--- src/rtl/riscv_arb_mux_pkg.sv ---
// Shared core parameters for the datapath channel selector: default data
// width, the selection-mode encodings and a small index helper.
package riscv_arb_mux_pkg;

    localparam int CORE_XLEN = 32;

    localparam int MUX_MODE_STEER = 0;
    localparam int MUX_MODE_PRIO  = 1;
    localparam int MUX_MODE_RR    = 2;

    // Next channel index after idx, wrapping from nch-1 back to 0.
    function automatic int wrapInc(input int idx, input int nch);
        return (idx >= nch - 1) ? 0 : idx + 1;
    endfunction

endpackage

--- src/rtl/riscv_arb_mux_rr_pick.sv ---
// Combinational rotating priority picker: grants the first set bit of
// valid found by searching upward from start, wrapping NCH-1 to 0.
// With start tied to zero it degenerates to a plain lowest-index picker.
module riscv_rr_pick
    import riscv_arb_mux_pkg::*;
#(
    parameter int NCH  = 4,
    parameter int SELW = $clog2(NCH)
) (
    input  logic [NCH-1:0]  valid,
    input  logic [SELW-1:0] start,
    output logic [NCH-1:0]  grant
);

    logic [2*NCH-1:0] validDbl;
    logic [2*NCH-1:0] validShift;
    logic [NCH-1:0]   rotated;
    logic [NCH-1:0]   pickRot;
    logic [2*NCH-1:0] grantDbl;

    // Rotate so that channel 'start' sits at bit 0, isolate the lowest set
    // bit, then rotate the one-hot result back into channel positions.
    always_comb begin
        validDbl   = {valid, valid};
        validShift = validDbl >> start;
        rotated    = validShift[NCH-1:0];
        pickRot    = rotated & (~rotated + NCH'(1));
        grantDbl   = {pickRot, pickRot} << start;
        grant      = grantDbl[2*NCH-1:NCH];
    end

endmodule

--- src/rtl/riscv_arb_mux.sv ---
// N-channel valid/ready selector feeding one registered output stage.
// Selection is steered by i_sel, fixed priority, or round-robin depending
// on MODE; the output register drains and reloads in the same cycle.
module riscv_arb_mux
    import riscv_arb_mux_pkg::*;
#(
    parameter int XLEN = CORE_XLEN,
    parameter int NCH  = 4,
    parameter int MODE = MUX_MODE_STEER,
    parameter int SELW = $clog2(NCH)
) (
    input  logic                i_clk,
    input  logic                i_rst,
    input  logic [NCH-1:0]      i_valid,
    output logic [NCH-1:0]      o_ready,
    input  logic [NCH*XLEN-1:0] i_data,
    input  logic [SELW-1:0]     i_sel,
    output logic                o_valid,
    input  logic                i_ready,
    output logic [XLEN-1:0]     o_data,
    output logic [SELW-1:0]     o_idx
);

    logic            canLoad;
    logic [SELW-1:0] rrPtr;
    logic [SELW-1:0] pickStart;
    logic [NCH-1:0]  pickGrant;
    logic [NCH-1:0]  steerGrant;
    logic [NCH-1:0]  grant;
    logic [SELW-1:0] grantIdx;
    logic [XLEN-1:0] grantData;
    logic            fire;

    assign canLoad   = !o_valid || i_ready;
    assign pickStart = (MODE == MUX_MODE_RR) ? rrPtr : '0;

    riscv_rr_pick #(
        .NCH  (NCH),
        .SELW (SELW)
    ) u_pick (
        .valid (i_valid),
        .start (pickStart),
        .grant (pickGrant)
    );

    // Steered candidate: only the channel named by i_sel, and only if valid.
    // An out-of-range i_sel matches no channel and so grants nothing.
    always_comb begin
        steerGrant = '0;
        for (int k = 0; k < NCH; k++) begin
            steerGrant[k] = i_valid[k] && (i_sel == SELW'(k));
        end
    end

    // Mode select for the grant, and the handshake: no accept while the
    // output is stalled or while reset is held.
    always_comb begin
        grant   = (MODE == MUX_MODE_STEER) ? steerGrant : pickGrant;
        o_ready = (canLoad && !i_rst) ? grant : '0;
        fire    = |o_ready;
    end

    // One-hot grant to channel index and the matching data word.
    always_comb begin
        grantIdx  = '0;
        grantData = '0;
        for (int k = 0; k < NCH; k++) begin
            if (grant[k]) begin
                grantIdx  = SELW'(k);
                grantData = i_data[k*XLEN +: XLEN];
            end
        end
    end

    // Output register and round-robin pointer: load on an accepted
    // transfer, empty when drained with nothing to replace it, else hold.
    always_ff @(posedge i_clk) begin
        if (i_rst) begin
            o_valid <= 1'b0;
            o_data  <= '0;
            o_idx   <= '0;
            rrPtr   <= '0;
        end else if (fire) begin
            o_valid <= 1'b1;
            o_data  <= grantData;
            o_idx   <= grantIdx;
            rrPtr   <= SELW'(wrapInc(int'(grantIdx), NCH));
        end else if (canLoad && i_ready) begin
            o_valid <= 1'b0;
        end
    end

endmodule

--- config.mk ---
export PLATFORM = sky130hd
export DESIGN_NAME = riscv_arb_mux
export DESIGN_NICKNAME = d
export VERILOG_FILES = /design/src/rtl/riscv_arb_mux_pkg.sv /design/src/rtl/riscv_arb_mux_rr_pick.sv /design/src/rtl/riscv_arb_mux.sv
export SDC_FILE = /design/constraint.sdc
export NUM_CORES = 1
export LEC_CHECK = 0
export CORE_UTILIZATION = 34
export DETAILED_ROUTE_END_ITERATION = 10
export PLACE_DENSITY = 0.84
export SETUP_SLACK_MARGIN = 0.15
export SLEW_MARGIN = 20
export SYNTH_ARGS = -nofsm -noshare
export SYNTH_HDL_FRONTEND = slang
export SYNTH_HIERARCHICAL = 1
export SYNTH_SLANG_ARGS = --single-unit
--- constraint.sdc ---
create_clock -name i_clk -period 1.9 [get_ports i_clk]
set_input_delay 0.38 -clock i_clk [delete_from_list [all_inputs] [get_ports i_clk]]
set_output_delay 0.38 -clock i_clk [all_outputs]
set_load 0.01 [all_outputs]
Word level (Yosys, flattened, before mapping):

Cells that the tools add are included.

* muxes and demuxes: 10
* eq/ne operators: 3
* reductions and logical operators: 12

Operators with widths (count)
* 32-bit 2-to-1 mux: 4
* 1-bit logical AND: 6
* 2-bit == test, second input constant: 2
* 2-bit 2-to-1 mux: 2
* 4-bit 2-to-1 mux: 1
* 4-bit OR reduction: 1
* 1-bit 2-to-1 mux: 3
* 2-bit by 1-bit == test with 1-bit output, second input constant: 1
* 1-bit logical NOT: 2
* 2-bit logical NOT: 1
* 2-bit nonzero test: 1
* 1-bit logical OR: 1

* word-level logic and storage cells: 28
* register bits: 35
* output and inout port bits: 39
* input port bits: 137

Depth between registers and ports, before layout:

Gate-level depths: netlist of run 1.

* depth in word-level cells: 6
* depth in mapped cells: 7
* gate-level depth less buffers: 4

Worst setup path after synthesis of run 1:

Ideal clock, no wire load.

* path kind: input-to-reg
* start point: input i_sel[1]
* end point: register o_data[12]
* data arrival time: 1.632 ns
* path slack: 0.147 ns
* setup time: 0.121 ns
* stages: 7
* buffers on the path: 3
* data required time: 1.779 ns
* cells stage by stage: buf_6 -> and3b_1 -> buf_6 -> buf_8 -> a22o_1 -> a221o_1 -> mux2_4

* word-level cells in the longest chain between the ends: 6
* elaborated cells between the ends (all ways): 14
* classes of those cells: eq/ne (3); mux (5); reduce/logical (6)

RTL lines
* from (decl): line riscv_arb_mux.sv:17 `input logic [SELW-1:0] i_sel,`
* 2-bit logical NOT: line riscv_arb_mux.sv:51 `steerGrant[k] = i_valid[k] && (i_sel == SELW'(k));`
* 1-bit logical AND: line riscv_arb_mux.sv:51
* 32-bit 2-to-1 mux (4 in series): line riscv_arb_mux.sv:68 `if (grant[k]) begin`
* to (signal assigned): line riscv_arb_mux.sv:85 `o_data <= grantData;`
* to (decl): line riscv_arb_mux.sv:20 `output logic [XLEN-1:0] o_data,`

Several ways; a longest one is shown, not always the timed one.
A chain may end at the register's enable or synchronous reset.

Worst setup path after layout of run 1:

* start point: input i_valid[1]
* end point: register o_data[22]

* word-level cells in the longest chain between the ends: 4
* elaborated cells between the ends (all ways): 6
* classes of those cells: mux (4); reduce/logical (2)

RTL lines
* from (decl): line riscv_arb_mux.sv:14 `input logic [NCH-1:0] i_valid,`
* 1-bit logical AND (*): line riscv_arb_mux.sv:51
* 32-bit 2-to-1 mux (3 in series): line riscv_arb_mux.sv:68

Mark *: on every way between the ends. The rest lies on a longest branch, timed or not.

==> flow_summary.html, run 1 <==
<table>
<tr><th>Metric</th><th>Value</th></tr>
<tr><th colspan="2">CTS</th></tr>
<tr><td>Clock buffer count from CTS</td><td>5</td></tr>
<tr><td>Number of sinks handled by clock tree synthesis</td><td>35</td></tr>
<tr><td>Clock insertion delay at the later pin of the skew report</td><td>0.28 ns</td></tr>
<tr><td>TritonCTS clock tree</td><td>yes</td></tr>
<tr><td>Root Buffer Master</td><td>clkbuf_8</td></tr>
<tr><td>Number of levels in the clock H-tree</td><td>2</td></tr>
<tr><td>Maximum root-to-sink buffer count</td><td>2</td></tr>
<tr><td>Clock-pin transition on the worst setup and hold timing paths</td><td>about 0.07 ns</td></tr>
<tr><th colspan="2">Setup path</th></tr>
<tr><td>Critical path buffers and inverters</td><td>2</td></tr>
<tr><td>WS Path Type</td><td>input port to flip-flop</td></tr>
<tr><td>Max FO, Critical Path</td><td>17</td></tr>
<tr><td>Required time of the critical path</td><td>2.07 ns</td></tr>
<tr><td>Top cell family by delay on the critical path</td><td>multiplexers</td></tr>
<tr><td>Cell-by-cell trace of the critical path</td><td>clkdlybuf4s50_1, mux2_2, mux2i_4, nor2_4, buf_12, mux2_4</td></tr>
<tr><td>Largest incremental delay on the critical path</td><td>roughly 0.44 ns</td></tr>
<tr><td>Sort of element at the start of the critical path</td><td>input port</td></tr>
<tr><td>Crit. End Element</td><td>flip-flop</td></tr>
<tr><td>Slowest stage cell, crit path</td><td>clkdlybuf4s50_1</td></tr>
<tr><td>Data arrival time at the worst-slack endpoint</td><td>approximately 1.9 ns</td></tr>
<tr><th colspan="2">Synthesis</th></tr>
<tr><td>Part of the Yosys area used for sequential elements</td><td>a little over 30%</td></tr>
<tr><td>Yosys Warn Count</td><td>6</td></tr>
<tr><td>Post-synthesis instance area</td><td>roughly 2300 um2</td></tr>
<tr><td>Biggest area contributors in the synthesized netlist</td><td>dfxtp_1 (30%), mux2_4 (19%), a221o_1 (14%)</td></tr>
<tr><td>Synth Register Bits</td><td>35</td></tr>
<tr><td>Number of distinct library cell variants in the gate-level netlist after synthesis</td><td>26</td></tr>
<tr><td>Synth top area share</td><td>between 30% and 40%</td></tr>
<tr><td>Cell accounting for the most synthesized area</td><td>dfxtp_1</td></tr>
<tr><td>Number of instances in the synthesized netlist</td><td>about 210</td></tr>
<tr><td>Post-synthesis area per instance</td><td>approximately 11 um2</td></tr>
<tr><td>Post-synthesis net count</td><td>350</td></tr>
<tr><th colspan="2">GRT</th></tr>
<tr><td>Initial antenna violation count</td><td>0</td></tr>
<tr><td>Pin count of the biggest net entering global routing</td><td>33</td></tr>
<tr><td>Global route overflow</td><td>0</td></tr>
<tr><td>First-pass GRT wire length</td><td>12.0 mm</td></tr>
<tr><td>Number of global-route vias before repair</td><td>between 2000 and 3000</td></tr>
<tr><td>Total global routing track utilization</td><td>approximately a fifth</td></tr>
<tr><th colspan="2">Timing</th></tr>
<tr><td>RSZ-0062 raised after global routing</td><td>true</td></tr>
<tr><td>Post-route setup TNS</td><td>0 ns</td></tr>
<tr><td>Number of hold-slack violations in the final timing report</td><td>0</td></tr>
<tr><td>Highest clock rate</td><td>roughly 600 MHz</td></tr>
<tr><td>Number of slew-limit violations in the final report</td><td>0</td></tr>
<tr><td>Ratio of final minimum period to clock period</td><td>between 90% and 100%</td></tr>
<tr><td>Worst max-slew margin expressed relative to the limit</td><td>around 75%</td></tr>
<tr><td>Hold Worst Slack</td><td>0.477 ns</td></tr>
<tr><td>Final period demand of the worst path</td><td>approximately 1.7 ns</td></tr>
<tr><td>Final critical-path setup slack</td><td>about 0.19 ns</td></tr>
<tr><td>Final-report setup violation count</td><td>0</td></tr>
<tr><td>Transition at the pin with the smallest max-transition slack</td><td>between 0.3 and 0.4 ns</td></tr>
<tr><td>Final worst clock skew</td><td>roughly 0.0032 ns</td></tr>
<tr><th colspan="2">Placed design</th></tr>
<tr><td>Worst slack at placement</td><td>-0.427 ns</td></tr>
<tr><td>Count of input and output buffers</td><td>175</td></tr>
<tr><td>Placed instance area</td><td>4230 um2</td></tr>
<tr><td>Total half-perimeter wirelength after legalization and detailed placement</td><td>slightly below 6 mm</td></tr>
<tr><td>Final weighted congestion in routability-driven placement</td><td>~0.84</td></tr>
<tr><th colspan="2">Pwr</th></tr>
<tr><td>Worst vdd rail ir drop</td><td>about 0.29 mV</td></tr>
<tr><td>PwrDens</td><td>around 530 nW/um2</td></tr>
<tr><td>Static power due to leakage</td><td>1.76 nW</td></tr>
<tr><th colspan="2">Drt</th></tr>
<tr><td>Ratio of routed vias to standard cells</td><td>~5.2</td></tr>
<tr><td>Routed WL per cell</td><td>15.9 um</td></tr>
<tr><td>Remaining DRCs</td><td>18</td></tr>
<tr><td>First-pass detailed-route iteration total</td><td>7</td></tr>
<tr><td>Final ANT Viol Nets</td><td>0</td></tr>
<tr><td>Total via count in the routed design</td><td>between 2000 and 2500</td></tr>
<tr><td>Final Routed Wirelength</td><td>7.56 mm</td></tr>
<tr><td>Number of design-rule violations left by the first detailed-router iteration</td><td>66</td></tr>
<tr><th colspan="2">Floorplan</th></tr>
<tr><td>Initial standard-cell utilization of the core</td><td>a little over a third</td></tr>
<tr><td>Core footprint</td><td>between 6000 and 7000 um2</td></tr>
<tr><td>Num ports</td><td>approximately 180</td></tr>
<tr><td>Die outline height</td><td>approximately 85 um</td></tr>
<tr><td>Num rows</td><td>29</td></tr>
<tr><td>Die X</td><td>84.7 um</td></tr>
<tr><td>Total die area</td><td>around 7200 um2</td></tr>
<tr><th colspan="2">Status</th></tr>
<tr><td>Failing checks</td><td>DRC</td></tr>
<tr><td>Outcome</td><td>finished, violations left</td></tr>
<tr><th colspan="2">Finish</th></tr>
<tr><td>Final instance area</td><td>about 4400 um2</td></tr>
<tr><td>Filler cell count in the final layout</td><td>a little over 500</td></tr>
<tr><td>Area Overhead vs Synth</td><td>89.4%</td></tr>
<tr><td>Share of cells above drive strength 1</td><td>about a fifth</td></tr>
<tr><td>Final net count</td><td>roughly 530</td></tr>
<tr><th colspan="2">Min path</th></tr>
<tr><td>Worst hold-check path type</td><td>flip-flop to flip-flop</td></tr>
<tr><th colspan="2">Run</th></tr>
<tr><td># Max-Cap Violations</td><td>0</td></tr>
</table>
## power by group
part | internal (W) | switching (W) | total (W)
Combinational | 0.000557 | 0.000250 | 0.000807
Sequential | 0.000786 | 0.0000261 | 0.000812
Clock | 0.000425 | 0.000271 | 0.000696
Total | 0.00177 | 0.000547 | 0.00232
## placed cells by master (no fill, tap or decap), drive strengths merged
| cell | instances |
|---|---|
| clkinv | 1 |
| nor2b | 34 |
| clkdlybuf4s50 | 165 |
| nand3b | 1 |
| clkbuf | 6 |
| and2 | 3 |
| bufinv | 1 |
| a21oi | 4 |
| dlygate4sd2 | 4 |
| nand3 | 1 |
| nor2 | 4 |
| mux2i | 1 |
| dfxtp | 35 |
| nor3b | 1 |
| and3b | 1 |
| buf | 29 |
| mux2 | 35 |
| nand2 | 1 |
| o21ai | 1 |
| a221o | 32 |
| and3 | 1 |
| nand2b | 2 |
| diode | 1 |
| nor3 | 1 |
| a22o | 32 |
## cells in the mapped netlist (all sizes together)
cell type  instances
and3               1
nor3               1
and2               3
a22o              32
nand2b             2
o21ai              1
nor3b              1
nor2b             34
nand2              1
nand3              1
clkbuf            11
a221o             32
mux2i              1
buf               12
nor2               4
dfxtp             35
and3b              1
a21oi              4
nand3b             1
mux2              35
## logic make-up (layout without fill, tap and decap cells)
group / Yosys count / count (layout) / synth area share (%)
AO/OA/AOI/OAI: 69 / 69 / 27.1
buffers and inverters: 23 / 206 / 6.78
AND/OR/NAND/NOR: 50 / 50 / 13.4
multiplexers: 36 / 36 / 22.6
flip-flops: 35 / 35 / 30.2
other: 0 / 1 / 0
## state kept, by name (all words and copies together), names as in the netlist
name / cells
o_data: 32
o_valid: 1
o_idx: 2
## per-stage QoR
step / utilization (%) / std cells / total power (W)
after floorplan: - / 213 / 0.00115
final: 68.1 / 474 / 0.00232
after CTS: 68.2 / 473 / 0.00233
after global routing: 68.1 / 473 / 0.00242
after detailed placement: 65.5 / 462 / 0.00162
after global placement: 65.5 / 462 / 0.00161
## cell type report
type | count | area [um2] | share of cell area, %
Antenna cell | 1 | 2.50 | 0.0569
Clock buffer | 6 | 82.6 | 1.88
Clock inverter | 2 | 35.0 | 0.796
Multi-Input combinational cell | 155 | 1500 | 34.1
Sequential cell | 35 | 701 | 15.9
Tap cell | 77 | 96.3 | 2.19
Timing Repair Buffer | 198 | 1980 | 45.1
## what timing repair did
| action | 4_1_cts | 5_1_grt |
|---|---|---|
| endpoints found under the setup margin | 37 | 11 |
| buffers inserted | 2 | 0 |
| resized for setup | 38 | 3 |
| pin swaps | 2 | 0 |
| hold endpoints to repair | 0 | 0 |
| hold buffers | 0 | 0 |
| gates cloned | 1 | 0 |
## worst register-to-register path: cells and delay by family (launching register included)
kind          cells  cell delay [ns]
buf+inv           2             0.34
flops             1             0.33
mux               1             0.35
simple gates      3             0.36
## worst paths after layout
path	startpoint	to	slack, ns	depth (start not counted)
worst min register to register	o_idx[0]	o_idx[0]	0.48	2
worst max-delay path	i_valid[1]	o_data[22]	0.19	6
worst min-delay path	o_idx[0]	o_idx[0]	0.48	2
worst max register to register	o_valid	o_data[11]	0.42	6
## per-layer routing
layer / part of all wire [%] / GRT usage, % / vias up / wire length, um
li1: - / - / 1196 / -
met1: 40 / 24.4 / 1164 / 3060
met2: 51 / 39.2 / 110 / 3840
met3: 7.0 / 4.03 / 12 / 528
met4: 1.7 / 6.93 / 0 / 130
met5: 0 / 0 / - / 0
No activity file was read; power rests on OpenSTA's default activity.
==> run 2, diff against run 1 <==
--- a/config.mk
+++ b/config.mk
@@ -9,7 +9,7 @@
 export DETAILED_ROUTE_END_ITERATION = 10
 export PLACE_DENSITY = 0.84
 export SETUP_SLACK_MARGIN = 0.15
-export SLEW_MARGIN = 20
+export SLEW_MARGIN = 30
 export SYNTH_ARGS = -nofsm -noshare
 export SYNTH_HDL_FRONTEND = slang
 export SYNTH_HIERARCHICAL = 1
==> results of run 2 <==
No change in the layout: final DEF, timing and power equal those of run 1.
==> run 3, diff against run 2 <==
--- a/config.mk
+++ b/config.mk
@@ -5,9 +5,12 @@
 export SDC_FILE = /design/constraint.sdc
 export NUM_CORES = 1
 export LEC_CHECK = 0
-export CORE_UTILIZATION = 34
+export CELL_PAD_IN_SITES_DETAIL_PLACEMENT = 0
+export CELL_PAD_IN_SITES_GLOBAL_PLACEMENT = 1
+export CORE_UTILIZATION = 24
 export DETAILED_ROUTE_END_ITERATION = 10
 export PLACE_DENSITY = 0.84
+export REMOVE_ABC_BUFFERS = 1
 export SETUP_SLACK_MARGIN = 0.15
 export SLEW_MARGIN = 30
 export SYNTH_ARGS = -nofsm -noshare
==> run 3 against run 2 <==
Net effect:
- the run now ends clean
- sequential power is essentially flat
- worst hold slack gained 0.016 ns
- die area grew 41%
- critical path type unchanged
- global-route usage down 5.1 points
- maximum frequency is 0.36% lower
- cell count rose by 11%
- flip-flop and latch count did not move
- critical endpoint is now o_data[11]
- highest routed layer unchanged
==> flow_summary.html, run 3 (synthesized netlist as in run 1, its figures left out) <==
<table>
<tr><th>Metric</th><th>Value</th></tr>
<tr><th colspan="2">CTS</th></tr>
<tr><td>Clock-pin transition on the worst setup and hold timing paths</td><td>0.08 ns (about the same)</td></tr>
<tr><td>Maximum root-to-sink buffer count</td><td>2 (unchanged)</td></tr>
<tr><td>Clock insertion delay at the later pin of the skew report</td><td>0.28 ns (about the same)</td></tr>
<tr><td>Root Buffer Master</td><td>clkbuf_8</td></tr>
<tr><td>Number of sinks handled by clock tree synthesis</td><td>35 (unchanged)</td></tr>
<tr><td>Number of levels in the clock H-tree</td><td>2 (unchanged)</td></tr>
<tr><td>Number of post-CTS setup repair buffers</td><td>0 (-2)</td></tr>
<tr><td># hold bufs at CTS</td><td>0 (unchanged)</td></tr>
<tr><td>Clock buffer count from CTS</td><td>5 (unchanged)</td></tr>
<tr><td>TritonCTS clock tree</td><td>yes</td></tr>
<tr><th colspan="2">Drt</th></tr>
<tr><td>Routed WL per cell</td><td>16.0 um (+0.37%)</td></tr>
<tr><td>First-pass detailed-route iteration total</td><td>4 (-3)</td></tr>
<tr><td>Final Routed Wirelength</td><td>8.39 mm (+11%)</td></tr>
<tr><td>Total via count in the routed design</td><td>2458 (-0.97%)</td></tr>
<tr><td>Wire length the detailed router placed on met1</td><td>3.46 mm (+13%)</td></tr>
<tr><td>Met2 wire len</td><td>4.24 mm (+10%)</td></tr>
<tr><td>Detailed-routed wire length on met3</td><td>672 um (+27%)</td></tr>
<tr><td>Remaining DRCs</td><td>0 (-18)</td></tr>
<tr><td>Ratio of routed vias to standard cells</td><td>4.69 (-10%)</td></tr>
<tr><td>Final ANT Viol Nets</td><td>0 (unchanged)</td></tr>
<tr><td>Number of design-rule violations left by the first detailed-router iteration</td><td>38 (-42%)</td></tr>
<tr><td>Top routing layer used</td><td>met4</td></tr>
<tr><th colspan="2">Timing</th></tr>
<tr><td>Transition at the pin with the smallest max-transition slack</td><td>0.379 ns (+0.0104 ns)</td></tr>
<tr><td>Highest clock rate</td><td>582 MHz (-0.36%)</td></tr>
<tr><td>Final-report setup violation count</td><td>0 (unchanged)</td></tr>
<tr><td>Final critical-path setup slack</td><td>0.182 ns (-0.00626 ns)</td></tr>
<tr><td>Final period demand of the worst path</td><td>1.72 ns (+0.00626 ns)</td></tr>
<tr><td>Final worst clock skew</td><td>0.00707 ns (+0.00383 ns)</td></tr>
<tr><td>Number of slew-limit violations in the final report</td><td>0 (unchanged)</td></tr>
<tr><td>Number of hold-slack violations in the final timing report</td><td>0 (unchanged)</td></tr>
<tr><td>Ratio of final minimum period to clock period</td><td>90.4% (+0.33 points)</td></tr>
<tr><td>Worst max-slew margin expressed relative to the limit</td><td>74.7% (-0.69 points)</td></tr>
<tr><td>RSZ-0062 raised after global routing</td><td>true</td></tr>
<tr><th colspan="2">Setup path</th></tr>
<tr><td>WS Path Type</td><td>input port to flip-flop</td></tr>
<tr><td>Max FO, Critical Path</td><td>16 (-1)</td></tr>
<tr><td>Sort of element at the start of the critical path</td><td>input port</td></tr>
<tr><td>Required time of the critical path</td><td>2.07 ns (about the same)</td></tr>
<tr><td>Crit. End Element</td><td>flip-flop</td></tr>
<tr><td>Data arrival time at the worst-slack endpoint</td><td>1.89 ns (about the same)</td></tr>
<tr><th colspan="2">Pwr</th></tr>
<tr><td>Worst vdd rail ir drop</td><td>0.256 mV (-12%)</td></tr>
<tr><td>Static power due to leakage</td><td>1.74 nW (-1.1%)</td></tr>
<tr><td>PwrDens</td><td>490 nW/um2 (-7.0%)</td></tr>
<tr><th colspan="2">GRT</th></tr>
<tr><td>Total global routing track utilization</td><td>16.1% (-5.1 points)</td></tr>
<tr><td>Initial antenna violation count</td><td>1 (+1)</td></tr>
<tr><td>Global route overflow</td><td>0 (unchanged)</td></tr>
<tr><td>Pin count of the biggest net entering global routing</td><td>35 (+6.1%)</td></tr>
<tr><td>Number of global-route vias before repair</td><td>2589 (-0.46%)</td></tr>
<tr><td>First-pass GRT wire length</td><td>12.7 mm (+5.7%)</td></tr>
<tr><th colspan="2">Floorplan</th></tr>
<tr><td>Total die area</td><td>10100 um2 (+41%)</td></tr>
<tr><td>Die X</td><td>100 um (+19%)</td></tr>
<tr><td>Initial standard-cell utilization of the core</td><td>24.9% (-11 points)</td></tr>
<tr><td>Core footprint</td><td>9330 um2 (+44%)</td></tr>
<tr><td>Num rows</td><td>35 (+21%)</td></tr>
<tr><td>Die outline height</td><td>100 um (+19%)</td></tr>
<tr><td>Num ports</td><td>176 (unchanged)</td></tr>
<tr><th colspan="2">Finish</th></tr>
<tr><td>Final net count</td><td>531 (-0.19%)</td></tr>
<tr><td>Layout Cells excl Fill</td><td>524 (+11%)</td></tr>
<tr><td>Largest register FFs</td><td>32 (unchanged)</td></tr>
<tr><td>Most common cell after layout, fill and taps aside</td><td>clkdlybuf4s50_1</td></tr>
<tr><td>Antenna diodes</td><td>0 (-1)</td></tr>
<tr><td>Register with the most flip-flops</td><td>o_data</td></tr>
<tr><td>Registers with the highest flip-flop counts</td><td>o_data (32), o_idx (2), o_valid (1)</td></tr>
<tr><td>Share of cells above drive strength 1</td><td>21.8% (+0.56 points)</td></tr>
<tr><td>Final instance area</td><td>4450 um2 (+1.1%)</td></tr>
<tr><td>Filler cell count in the final layout</td><td>903 (+78%)</td></tr>
<tr><td>Area Overhead vs Synth</td><td>91.4%</td></tr>
<tr><td>Commonest cells after routing, fill and taps aside</td><td>clkdlybuf4s50_1 (164), dfxtp_1 (34), nor2b_1 (33), a221o_1 (32)</td></tr>
<tr><th colspan="2">Run</th></tr>
<tr><td># Max-Cap Violations</td><td>0 (unchanged)</td></tr>
<tr><th colspan="2">Placed design</th></tr>
<tr><td>DP Cell Count</td><td>515 (+11%)</td></tr>
<tr><td>Count of input and output buffers</td><td>175 (unchanged)</td></tr>
<tr><td>Placed instance area</td><td>4300 um2 (+1.7%)</td></tr>
<tr><td>Total half-perimeter wirelength after legalization and detailed placement</td><td>6.44 mm (+11%)</td></tr>
<tr><td>Final weighted congestion in routability-driven placement</td><td>0.838 (-0.14%)</td></tr>
<tr><td>Worst slack at placement</td><td>-0.382 ns (+0.0453 ns)</td></tr>
<tr><th colspan="2">Status</th></tr>
<tr><td>Outcome</td><td>completed</td></tr>
<tr><th colspan="2">Min path</th></tr>
<tr><td>Worst hold-check path type</td><td>flip-flop to flip-flop</td></tr>
</table>
run 3: cell type report:
cell class,count,area (um2),share of cell area (%)
repair buffers,197,1990,44.6
multi-input cells,155,1510,34.0
clock buffers,5,68.8,1.55
flip-flops and latches,35,702,15.8
clock inverters,3,20.0,0.450
well taps,129,161,3.63
run 3: timing repair:
action                                  CTS  global route
gates resized for setup                  35             3
gates cloned                              1             0
endpoints found under the setup margin   36            10
pin swaps                                 2             0
run 3: routing by layer:
layer / GRT usage [%] / vias to the layer above
met1: 19.2 / 1155
li1: - / 1192
met3: 4.11 / 2
met5: 0 / -
met4: 2.34 / 0
met2: 29.4 / 109
run 3: critical path, stage by stage:
cell and delay (ns):
dlygate4sd2_1 0.25, and3b_2 0.29, buf_6 0.18, a22o_2 0.26
a221o_1 0.25, mux2_2 0.27
run 3: power breakdown:
part           switching (W)  total (W)  internal [W]
logic               0.000256   0.000813      0.000557
clock network       0.000297   0.000553      0.000255
registers          0.0000252   0.000812      0.000787
total               0.000578    0.00218       0.00160
run 3: final timing paths:
kind,start,to,slack (ns),depth (start not counted)
setup / recovery,i_valid[2],o_data[11],0.18,6
hold / removal,o_idx[0],o_idx[0],0.49,2
setup reg to reg,o_valid,o_data[11],0.46,6
hold reg to reg,o_idx[0],o_idx[0],0.49,2
run 3: metrics by stage:
step / hold slack (ns) / util [%] / setup TNS [ns] / power [W]
2_1_floorplan: 0.449 / - / -17.58 / 0.00112
3_3_place_gp: 0.472 / 46.1 / -12.53 / 0.00162
3_5_place_dp: 0.478 / 46.1 / -12.83 / 0.00163
4_1_cts: 0.496 / 47.8 / 0 / 0.00222
5_1_grt: 0.535 / 47.7 / 0 / 0.00229
6_report: 0.493 / 47.7 / 0 / 0.00218
